## src/rtl/mig_wr_burst_gen_if.sv

```systemverilog
// Bus bundle between the write-burst generator, its show-ahead data FIFO
// and the MIG write controller.
interface mig_wr_burst_gen_if #(
  parameter int ADDR_W = 28,
  parameter int DATA_W = 128,
  parameter int CNT_W  = 11
);
  // show-ahead FIFO side
  logic [DATA_W-1:0] fifo_rd_data;
  logic              fifo_empty;
  logic [CNT_W-1:0]  fifo_rd_cnt;
  logic              fifo_rd_en;

  // write controller side
  logic              wr_req;
  logic [ADDR_W-1:0] wr_req_addr;
  logic [15:0]       wr_length;
  logic [DATA_W-1:0] wr_data;
  logic              wr_busy;
  logic              wr_data_valid;
  logic              wr_done;

  // generator view
  modport master (
    input  fifo_rd_data, fifo_empty, fifo_rd_cnt,
    output fifo_rd_en,
    output wr_req, wr_req_addr, wr_length, wr_data,
    input  wr_busy, wr_data_valid, wr_done
  );

  // FIFO + controller view
  modport slave (
    output fifo_rd_data, fifo_empty, fifo_rd_cnt,
    input  fifo_rd_en,
    input  wr_req, wr_req_addr, wr_length, wr_data,
    output wr_busy, wr_data_valid, wr_done
  );
endinterface

```

## src/rtl/mig_wr_burst_gen.sv

```systemverilog
// Write-burst generator: drains a show-ahead FIFO into a fixed DDR frame
// region, one wr_req per burst, wrapping to the region base at frame end.
module mig_wr_burst_gen #(
  parameter int                ADDR_W      = 28,
  parameter int                DATA_W      = 128,
  parameter int                BURST_LEN   = 64,
  parameter logic [ADDR_W-1:0] BASE_ADDR   = '0,
  parameter int                FRAME_BEATS = 1024,
  parameter int                ADDR_STEP   = 8,
  parameter int                CNT_W       = 11
) (
  input  logic                ui_clk,
  input  logic                rst,
  input  logic                enable,
  mig_wr_burst_gen_if.master  bus,
  output logic                frame_done,
  output logic                err_underflow
);

  localparam logic [1:0] S_IDLE  = 2'd0;
  localparam logic [1:0] S_WAIT  = 2'd1;
  localparam logic [1:0] S_REQ   = 2'd2;
  localparam logic [1:0] S_BURST = 2'd3;

  localparam logic [23:0]       BURST_LEN_W = 24'(BURST_LEN);
  localparam logic [23:0]       FRAME_W     = 24'(FRAME_BEATS);
  localparam logic [ADDR_W-1:0] STEP        = ADDR_W'(ADDR_STEP);
  localparam logic [15:0]       INIT_LEN    = (FRAME_BEATS < BURST_LEN) ?
                                              16'(FRAME_BEATS) : 16'(BURST_LEN);

  logic [1:0]        state;
  logic [ADDR_W-1:0] cur_addr;
  logic [23:0]       beats_left;
  logic [15:0]       next_len;
  logic [23:0]       beats_after;
  logic [ADDR_W-1:0] addr_after;
  logic              start_ok;
  logic              in_burst;
  logic [CNT_W-1:0]  avail;
  logic [DATA_W-1:0] head_word;

  assign avail     = bus.fifo_rd_cnt;
  assign head_word = bus.fifo_rd_data;
  assign in_burst  = (state == S_BURST);

  // The controller always sees the FIFO head; wr_req is the REQ state itself
  // and the pop is zero-latency so the show-ahead head advances with each beat.
  assign bus.wr_data    = head_word;
  assign bus.wr_req     = (state == S_REQ);
  assign bus.fifo_rd_en = in_burst & bus.wr_data_valid & ~bus.fifo_empty;

  // Next burst size, post-burst position and the WAIT->REQ launch condition.
  always_comb begin
    next_len    = (beats_left < BURST_LEN_W) ? beats_left[15:0] : BURST_LEN_W[15:0];
    beats_after = beats_left - 24'(bus.wr_length);
    addr_after  = cur_addr + ADDR_W'(bus.wr_length) * STEP;
    start_ok    = (24'(avail) >= 24'(next_len)) && !bus.wr_busy;
  end

  // Burst sequencer: frame position, latched request fields and frame pulse.
  always_ff @(posedge ui_clk or posedge rst) begin
    if (rst) begin
      state           <= S_IDLE;
      cur_addr        <= BASE_ADDR;
      beats_left      <= FRAME_W;
      bus.wr_req_addr <= BASE_ADDR;
      bus.wr_length   <= INIT_LEN;
      frame_done      <= 1'b0;
    end else begin
      frame_done <= 1'b0;
      case (state)
        S_IDLE: begin
          cur_addr   <= BASE_ADDR;
          beats_left <= FRAME_W;
          if (enable) state <= S_WAIT;
        end
        S_WAIT: begin
          if (!enable) begin
            state <= S_IDLE;
          end else if (start_ok) begin
            bus.wr_req_addr <= cur_addr;
            bus.wr_length   <= next_len;
            state           <= S_REQ;
          end
        end
        S_REQ: begin
          state <= S_BURST;
        end
        S_BURST: begin
          if (bus.wr_done) begin
            if (beats_after == 24'd0) begin
              frame_done <= 1'b1;
              cur_addr   <= BASE_ADDR;
              beats_left <= FRAME_W;
            end else begin
              cur_addr   <= addr_after;
              beats_left <= beats_after;
            end
            state <= enable ? S_WAIT : S_IDLE;
          end
        end
        default: state <= S_IDLE;
      endcase
    end
  end

  // Sticky flag for a beat consumed while the FIFO had nothing to give.
  always_ff @(posedge ui_clk or posedge rst) begin
    if (rst) begin
      err_underflow <= 1'b0;
    end else if (in_burst && bus.wr_data_valid && bus.fifo_empty) begin
      err_underflow <= 1'b1;
    end
  end

endmodule

```

## src/flat_wrapper.sv

```systemverilog
// flat-port wrapper written by rule: the top's interface ports become plain ports
module mig_wr_burst_gen_flat 
#(
  parameter int                ADDR_W      = 28,
  parameter int                DATA_W      = 128,
  parameter int                BURST_LEN   = 64,
  parameter logic [ADDR_W-1:0] BASE_ADDR   = '0,
  parameter int                FRAME_BEATS = 1024,
  parameter int                ADDR_STEP   = 8,
  parameter int                CNT_W       = 11
)
  (ui_clk, rst, enable, frame_done, err_underflow, bus_fifo_rd_data, bus_fifo_empty, bus_fifo_rd_cnt, bus_fifo_rd_en, bus_wr_req, bus_wr_req_addr, bus_wr_length, bus_wr_data, bus_wr_busy, bus_wr_data_valid, bus_wr_done);
  mig_wr_burst_gen_if #(.ADDR_W(ADDR_W), .DATA_W(DATA_W), .CNT_W(CNT_W)) bus_i ();
  input  logic ui_clk;
  input  logic rst;
  input  logic enable;
  output logic frame_done;
  output logic err_underflow;
  input wire logic [$bits(bus_i.fifo_rd_data)-1:0] bus_fifo_rd_data;
  input wire logic [$bits(bus_i.fifo_empty)-1:0] bus_fifo_empty;
  input wire logic [$bits(bus_i.fifo_rd_cnt)-1:0] bus_fifo_rd_cnt;
  output wire logic [$bits(bus_i.fifo_rd_en)-1:0] bus_fifo_rd_en;
  output wire logic [$bits(bus_i.wr_req)-1:0] bus_wr_req;
  output wire logic [$bits(bus_i.wr_req_addr)-1:0] bus_wr_req_addr;
  output wire logic [$bits(bus_i.wr_length)-1:0] bus_wr_length;
  output wire logic [$bits(bus_i.wr_data)-1:0] bus_wr_data;
  input wire logic [$bits(bus_i.wr_busy)-1:0] bus_wr_busy;
  input wire logic [$bits(bus_i.wr_data_valid)-1:0] bus_wr_data_valid;
  input wire logic [$bits(bus_i.wr_done)-1:0] bus_wr_done;
  assign bus_i.fifo_rd_data = bus_fifo_rd_data;
  assign bus_i.fifo_empty = bus_fifo_empty;
  assign bus_i.fifo_rd_cnt = bus_fifo_rd_cnt;
  assign bus_fifo_rd_en = bus_i.fifo_rd_en;
  assign bus_wr_req = bus_i.wr_req;
  assign bus_wr_req_addr = bus_i.wr_req_addr;
  assign bus_wr_length = bus_i.wr_length;
  assign bus_wr_data = bus_i.wr_data;
  assign bus_i.wr_busy = bus_wr_busy;
  assign bus_i.wr_data_valid = bus_wr_data_valid;
  assign bus_i.wr_done = bus_wr_done;
  mig_wr_burst_gen #(.ADDR_W(ADDR_W), .DATA_W(DATA_W), .BURST_LEN(BURST_LEN), .BASE_ADDR(BASE_ADDR), .FRAME_BEATS(FRAME_BEATS), .ADDR_STEP(ADDR_STEP), .CNT_W(CNT_W)) u_core (.ui_clk(ui_clk), .rst(rst), .enable(enable), .bus(bus_i), .frame_done(frame_done), .err_underflow(err_underflow));
endmodule
```

## config.mk

```make
export PLATFORM = sky130hd
export DESIGN_NAME = mig_wr_burst_gen_flat
export DESIGN_NICKNAME = d
export VERILOG_FILES = /design/src/rtl/mig_wr_burst_gen_if.sv /design/src/rtl/mig_wr_burst_gen.sv /design/src/flat_wrapper.sv
export SDC_FILE = /design/constraint.sdc
export NUM_CORES = 1
export LEC_CHECK = 0
export BUFFER_PORTS_ARGS = -buffer_cell sky130_fd_sc_hd__buf_2
export CAP_MARGIN = 5
export CORE_ASPECT_RATIO = 1.4
export CORE_MARGIN = 4
export CORE_UTILIZATION = 48
export CTS_CLUSTER_SIZE = 28
export DETAILED_ROUTE_END_ITERATION = 6
export PLACE_DENSITY = 0.82
export SYNTH_ARGS = -nofsm -noshare
export SYNTH_HDL_FRONTEND = slang
export SYNTH_SLANG_ARGS = --single-unit
```

## constraint.sdc

```tcl
create_clock -name ui_clk -period 5.56 [get_ports ui_clk]
set_clock_uncertainty 0.05 [all_clocks]
set_input_delay 0.834 -clock ui_clk [delete_from_list [all_inputs] [get_ports ui_clk]]
set_output_delay 0.834 -clock ui_clk [all_outputs]
set_load 0.02 [all_outputs]
```

==> impl_summary.log <==
[metrics] result of the run: completed
[metrics] portion of total power attributed to the clock network: 33.0%
[metrics] R2R depth: 14
[metrics] arrival time worst endpoint: 4.63 ns
[metrics] vias after detailed routing: 5,519
[metrics] critical register-to-register path startpoint: u_core.beats_left[19]$_DFFE_PP0P_
[metrics] Die W: 111 µm
[metrics] Internal Pwr Total: 1.30 mW
[metrics] Critical Path Sink: u_core.bus.wr_req_addr[15]$_DFFE_PP0P_
[metrics] series of cell instances along the critical path: nor4_1 > nand3_1 > nor2_1 > nand2_1 > ha_1 > a21o_1 > a21o_1 > a21o_1 > a21o_1 > a2111oi_0 > o22ai_1 > nand3b_1 > buf_4 > mux2_2
[metrics] end of the worst register-to-register path: u_core.bus.wr_req_addr[15]$_DFFE_PP0P_
[metrics] total track usage: 20.4%
[metrics] cell count after synthesis: 784
[metrics] Least-Margin Pin Slew: 1.16 ns
[metrics] Yosys warnings: 0
[metrics] effective utilization at floorplan: 49.0%
[metrics] Antenna Diode Count: 0
[metrics] number of antenna violations at the first check in global routing: 0
[metrics] nets: 896
[metrics] critical path startpoint: u_core.beats_left[19]$_DFFE_PP0P_
[metrics] type of origin of the critical path: register
[metrics] time the final worst path needs with I/O delays and setup: 4.44 ns
[metrics] post-detailed-route via-to-cell ratio: 6.14
[metrics] final core area utilization: 47.6%
[metrics] type of destination of the critical path: register
[metrics] total of cells resized after clock tree synthesis: 0
[metrics] total global routing overflow: 0
[metrics] number of storage elements in the synthesis netlist: 94
[metrics] final wirelength: 17,400 µm
[metrics] Final Wtd Congestion: 0.939
[metrics] Hold Violations, Final: 0
[metrics] # Max-Cap Violations: 0
[metrics] layout overhead on the synthesized area: -2.74%
[metrics] antenna viol nets, final: 0
[metrics] top area cells in the synthesized netlist: sky130_fd_sc_hd__dfrtp_1 33%, sky130_fd_sc_hd__buf_4 14%, sky130_fd_sc_hd__ha_1 7.6%
[metrics] path type of the worst min-delay path: register to register
[metrics] ys flop type: sky130_fd_sc_hd__dfrtp_1
[metrics] DRC violation count after routing: 0
[metrics] logic gate share of total power: 29.8%
[metrics] CP Buf/Inv Count: 1
[metrics] cell type with the highest aggregate area in the netlist: sky130_fd_sc_hd__dfrtp_1
[metrics] critical path's top delay family: simple AND/OR/NAND/NOR gates
[metrics] Std-Cell Core Area: 0.0144 mm²
[metrics] leakage: 3.40 nW
[metrics] max-slew violation count: 0
[metrics] headroom to the max-slew limit: 22.3%
[metrics] sinks on the clock net: 94
[metrics] total net switching power: 0.708 mW
[metrics] sequential area share after synthesis: 33.3%
[metrics] Post-CTS Setup Repair Bufs: 0
[metrics] cell type of the slowest stage on the worst timing path: sky130_fd_sc_hd__nor4_1
[metrics] net switching share of the total power: 35.3%
[metrics] Max Buffers Root-to-Sink: 2
[metrics] Synth top cells by count: 132 x sky130_fd_sc_hd__buf_4, 92 x sky130_fd_sc_hd__dfrtp_1, 67 x sky130_fd_sc_hd__nand2_1, 49 x sky130_fd_sc_hd__o21ai_0, 43 x sky130_fd_sc_hd__ha_1
[metrics] final period utilization: 79.8%
[metrics] Crit path required time: 5.75 ns
[metrics] routed length per instance: 19.3 µm
[metrics] Vert. Die Dim: 152 µm
[metrics] count of TritonRoute iterations in the first routing pass: 7
[metrics] f_max: 225 MHz
[metrics] relative contribution of sequential cells to total power: 37.2%
[metrics] Worst IR Drop VDD: 155 µV
[metrics] largest net degree at the start of global routing: 60
[metrics] number of placement rows: 52
[metrics] total I/O pin count: 322
[metrics] TritonCTS clock tree: yes
[metrics] flop2flop setup slack: 1.12 ns
[metrics] cell occurring most often along the worst timing path: sky130_fd_sc_hd__a21o_1
[metrics] clock buffer count from CTS: 9
[metrics] RSZ-0062 raised after global routing: no
[metrics] root buffer selected by CTS: sky130_fd_sc_hd__clkbuf_16
[metrics] Critical Path Max Stage Delay: 0.62 ns
[metrics] # H-tree levels: 3
[metrics] library cell with the highest instance count after synthesis: sky130_fd_sc_hd__buf_4
[metrics] share of synthesized registers carrying an async set or reset: 100%
[metrics] type of the worst setup path: register to register
[metrics] mean instance size in the synthesized netlist: 9.02 µm²
[metrics] Iter 0 DRT Violations: 393
[metrics] Worst-path clk slew: 0.07 ns
[metrics] Critical Path Stages: 14
[metrics] PD cells: 292 mW/mm²
[metrics] final HPWL from detailed placement: 12,900 µm
[metrics] Setup TNS Final: 0 ns
[metrics] Worst Path Max Fanout: 48
[metrics] number of flops mapped to enable cells by yosys: 0
[metrics] via count of the first global-routing pass: 5,467
[metrics] post-synth design cell area: 0.00707 mm²
[metrics] final setup violation count: 0
[metrics] clock latency at the later pin of the worst-skew pair: 0.36 ns
[metrics] synth unique cells: 78
[metrics] number of buffers added on ports: 62
[metrics] quantity of hold-fixing buffers added after cts: 0
[metrics] global-route wire length before repair: 27,500 µm
[metrics] share of final-layout standard cells stronger than drive strength 1: 17.9%
[metrics] die area: 0.0168 mm²
[metrics] top cell type's share of synthesized area: 32.5%
[metrics] Worst Min Path Start: u_core.err_underflow$_DFFE_PP0P_
[metrics by stage]
stage | area, µm² | worst slack [ns] | instances | hold WS [ns] | power [mW]
floorplan | 7090 | 1.55 | 789 | 0.400 | 1.34
CTS | 6880 | 1.10 | 899 | 0.423 | 2.00
global route | 6880 | 0.617 | 899 | 0.460 | 2.10
global placement | 6560 | 1.25 | 883 | 0.412 | 1.33
detailed placement | 6560 | 1.09 | 883 | 0.408 | 1.34
finish | 6880 | 1.12 | 899 | 0.419 | 2.01
[state kept, by name, indices dropped and copies added (netlist names)]
register and count:
u_core.cur_addr 25, u_core.beats_left 24, u_core.bus.wr_req_addr 25, u_core.err_underflow 1, u_core.bus.wr_length 16, u_core.state 2
u_core.frame_done 1
[placed cells by master, fill, tap and decap left out, types with 4 or more instances in the layout]
cell type	instances
sky130_fd_sc_hd__nor3_1	13
sky130_fd_sc_hd__xor2_1	11
sky130_fd_sc_hd__nor4_1	7
sky130_fd_sc_hd__a211o_1	6
sky130_fd_sc_hd__o21a_1	7
sky130_fd_sc_hd__nand3b_1	4
sky130_fd_sc_hd__xnor2_1	7
sky130_fd_sc_hd__o21ai_0	49
sky130_fd_sc_hd__nand2_1	67
sky130_fd_sc_hd__or3_1	9
sky130_fd_sc_hd__nand3_1	20
sky130_fd_sc_hd__o22ai_1	4
sky130_fd_sc_hd__nand2b_1	9
sky130_fd_sc_hd__a21oi_1	25
sky130_fd_sc_hd__ha_1	43
sky130_fd_sc_hd__o211ai_1	6
sky130_fd_sc_hd__clkbuf_16	9
sky130_fd_sc_hd__mux2_2	26
sky130_fd_sc_hd__a22o_1	8
sky130_fd_sc_hd__conb_1	7
sky130_fd_sc_hd__and2_1	16
sky130_fd_sc_hd__o31ai_1	4
sky130_fd_sc_hd__nor2_1	32
sky130_fd_sc_hd__o2111ai_1	6
sky130_fd_sc_hd__or4_1	4
sky130_fd_sc_hd__buf_2	62
sky130_fd_sc_hd__a31oi_1	6
sky130_fd_sc_hd__a221o_1	4
sky130_fd_sc_hd__a21o_1	18
sky130_fd_sc_hd__a211oi_1	7
sky130_fd_sc_hd__and3_1	11
sky130_fd_sc_hd__dfrtp_1	92
sky130_fd_sc_hd__inv_1	28
sky130_fd_sc_hd__buf_4	7
[per-layer routing]
layer / up-vias / wire length, µm / GRT usage [%]
li1: 2515 / - / -
met1: 2624 / 6140 / 21.0
met2: 239 / 8660 / 35.4
met3: 141 / 1170 / 4.69
met4: 0 / 1390 / 16.9
met5: - / 0 / 0
[final cells by class]
type                    instances  area [µm²]
clock inverters                 6        77.6
flip-flops and latches         94        2350
multi-input cells             502        3500
clock buffers                  10         239
fillers                      1361        7560
well taps                     189         236
inverters                      29         110
repair buffers                 69         363
[cell families (layout without fill, tap and decap cells)]
group | after synthesis | count (layout) | share of synthesized area, %
AOI/OAI and AO/OA | 190 | 190 | 18.6
xor gates and xnor gates | 18 | 18 | 2.23
adders and majority gates | 45 | 45 | 8.17
buffers and inverters | 193 | 114 | 17.5
DFF | 94 | 94 | 33.3
muxes | 26 | 26 | 4.14
other | 2 | 7 | 0.106
and+or+nand+nor | 216 | 216 | 15.9
[worst min-delay path by stage]
stage	end	slack (ns)	cells past startpoint
after floorplan	u_core.beats_left[0]$_DFFE_PP0P_	0.40	2
after global placement	u_core.err_underflow$_DFFE_PP0P_	0.41	1
after detailed placement	u_core.err_underflow$_DFFE_PP0P_	0.41	1
after CTS	u_core.err_underflow$_DFFE_PP0P_	0.42	1
after global routing	u_core.bus.wr_req_addr[4]$_DFFE_PP0P_	0.46	1
final	u_core.err_underflow$_DFFE_PP0P_	0.42	1
[power by group through the flow]
stage               clock (mW)  sequential (mW)  combinational (mW)
floorplan                    0            0.750               0.585
global placement             0            0.757               0.575
detailed placement           0            0.758               0.584
CTS                      0.669            0.745               0.588
global route             0.699            0.748               0.648
finish                   0.663            0.746               0.598
No activity file was read; power rests on OpenSTA's default activity.
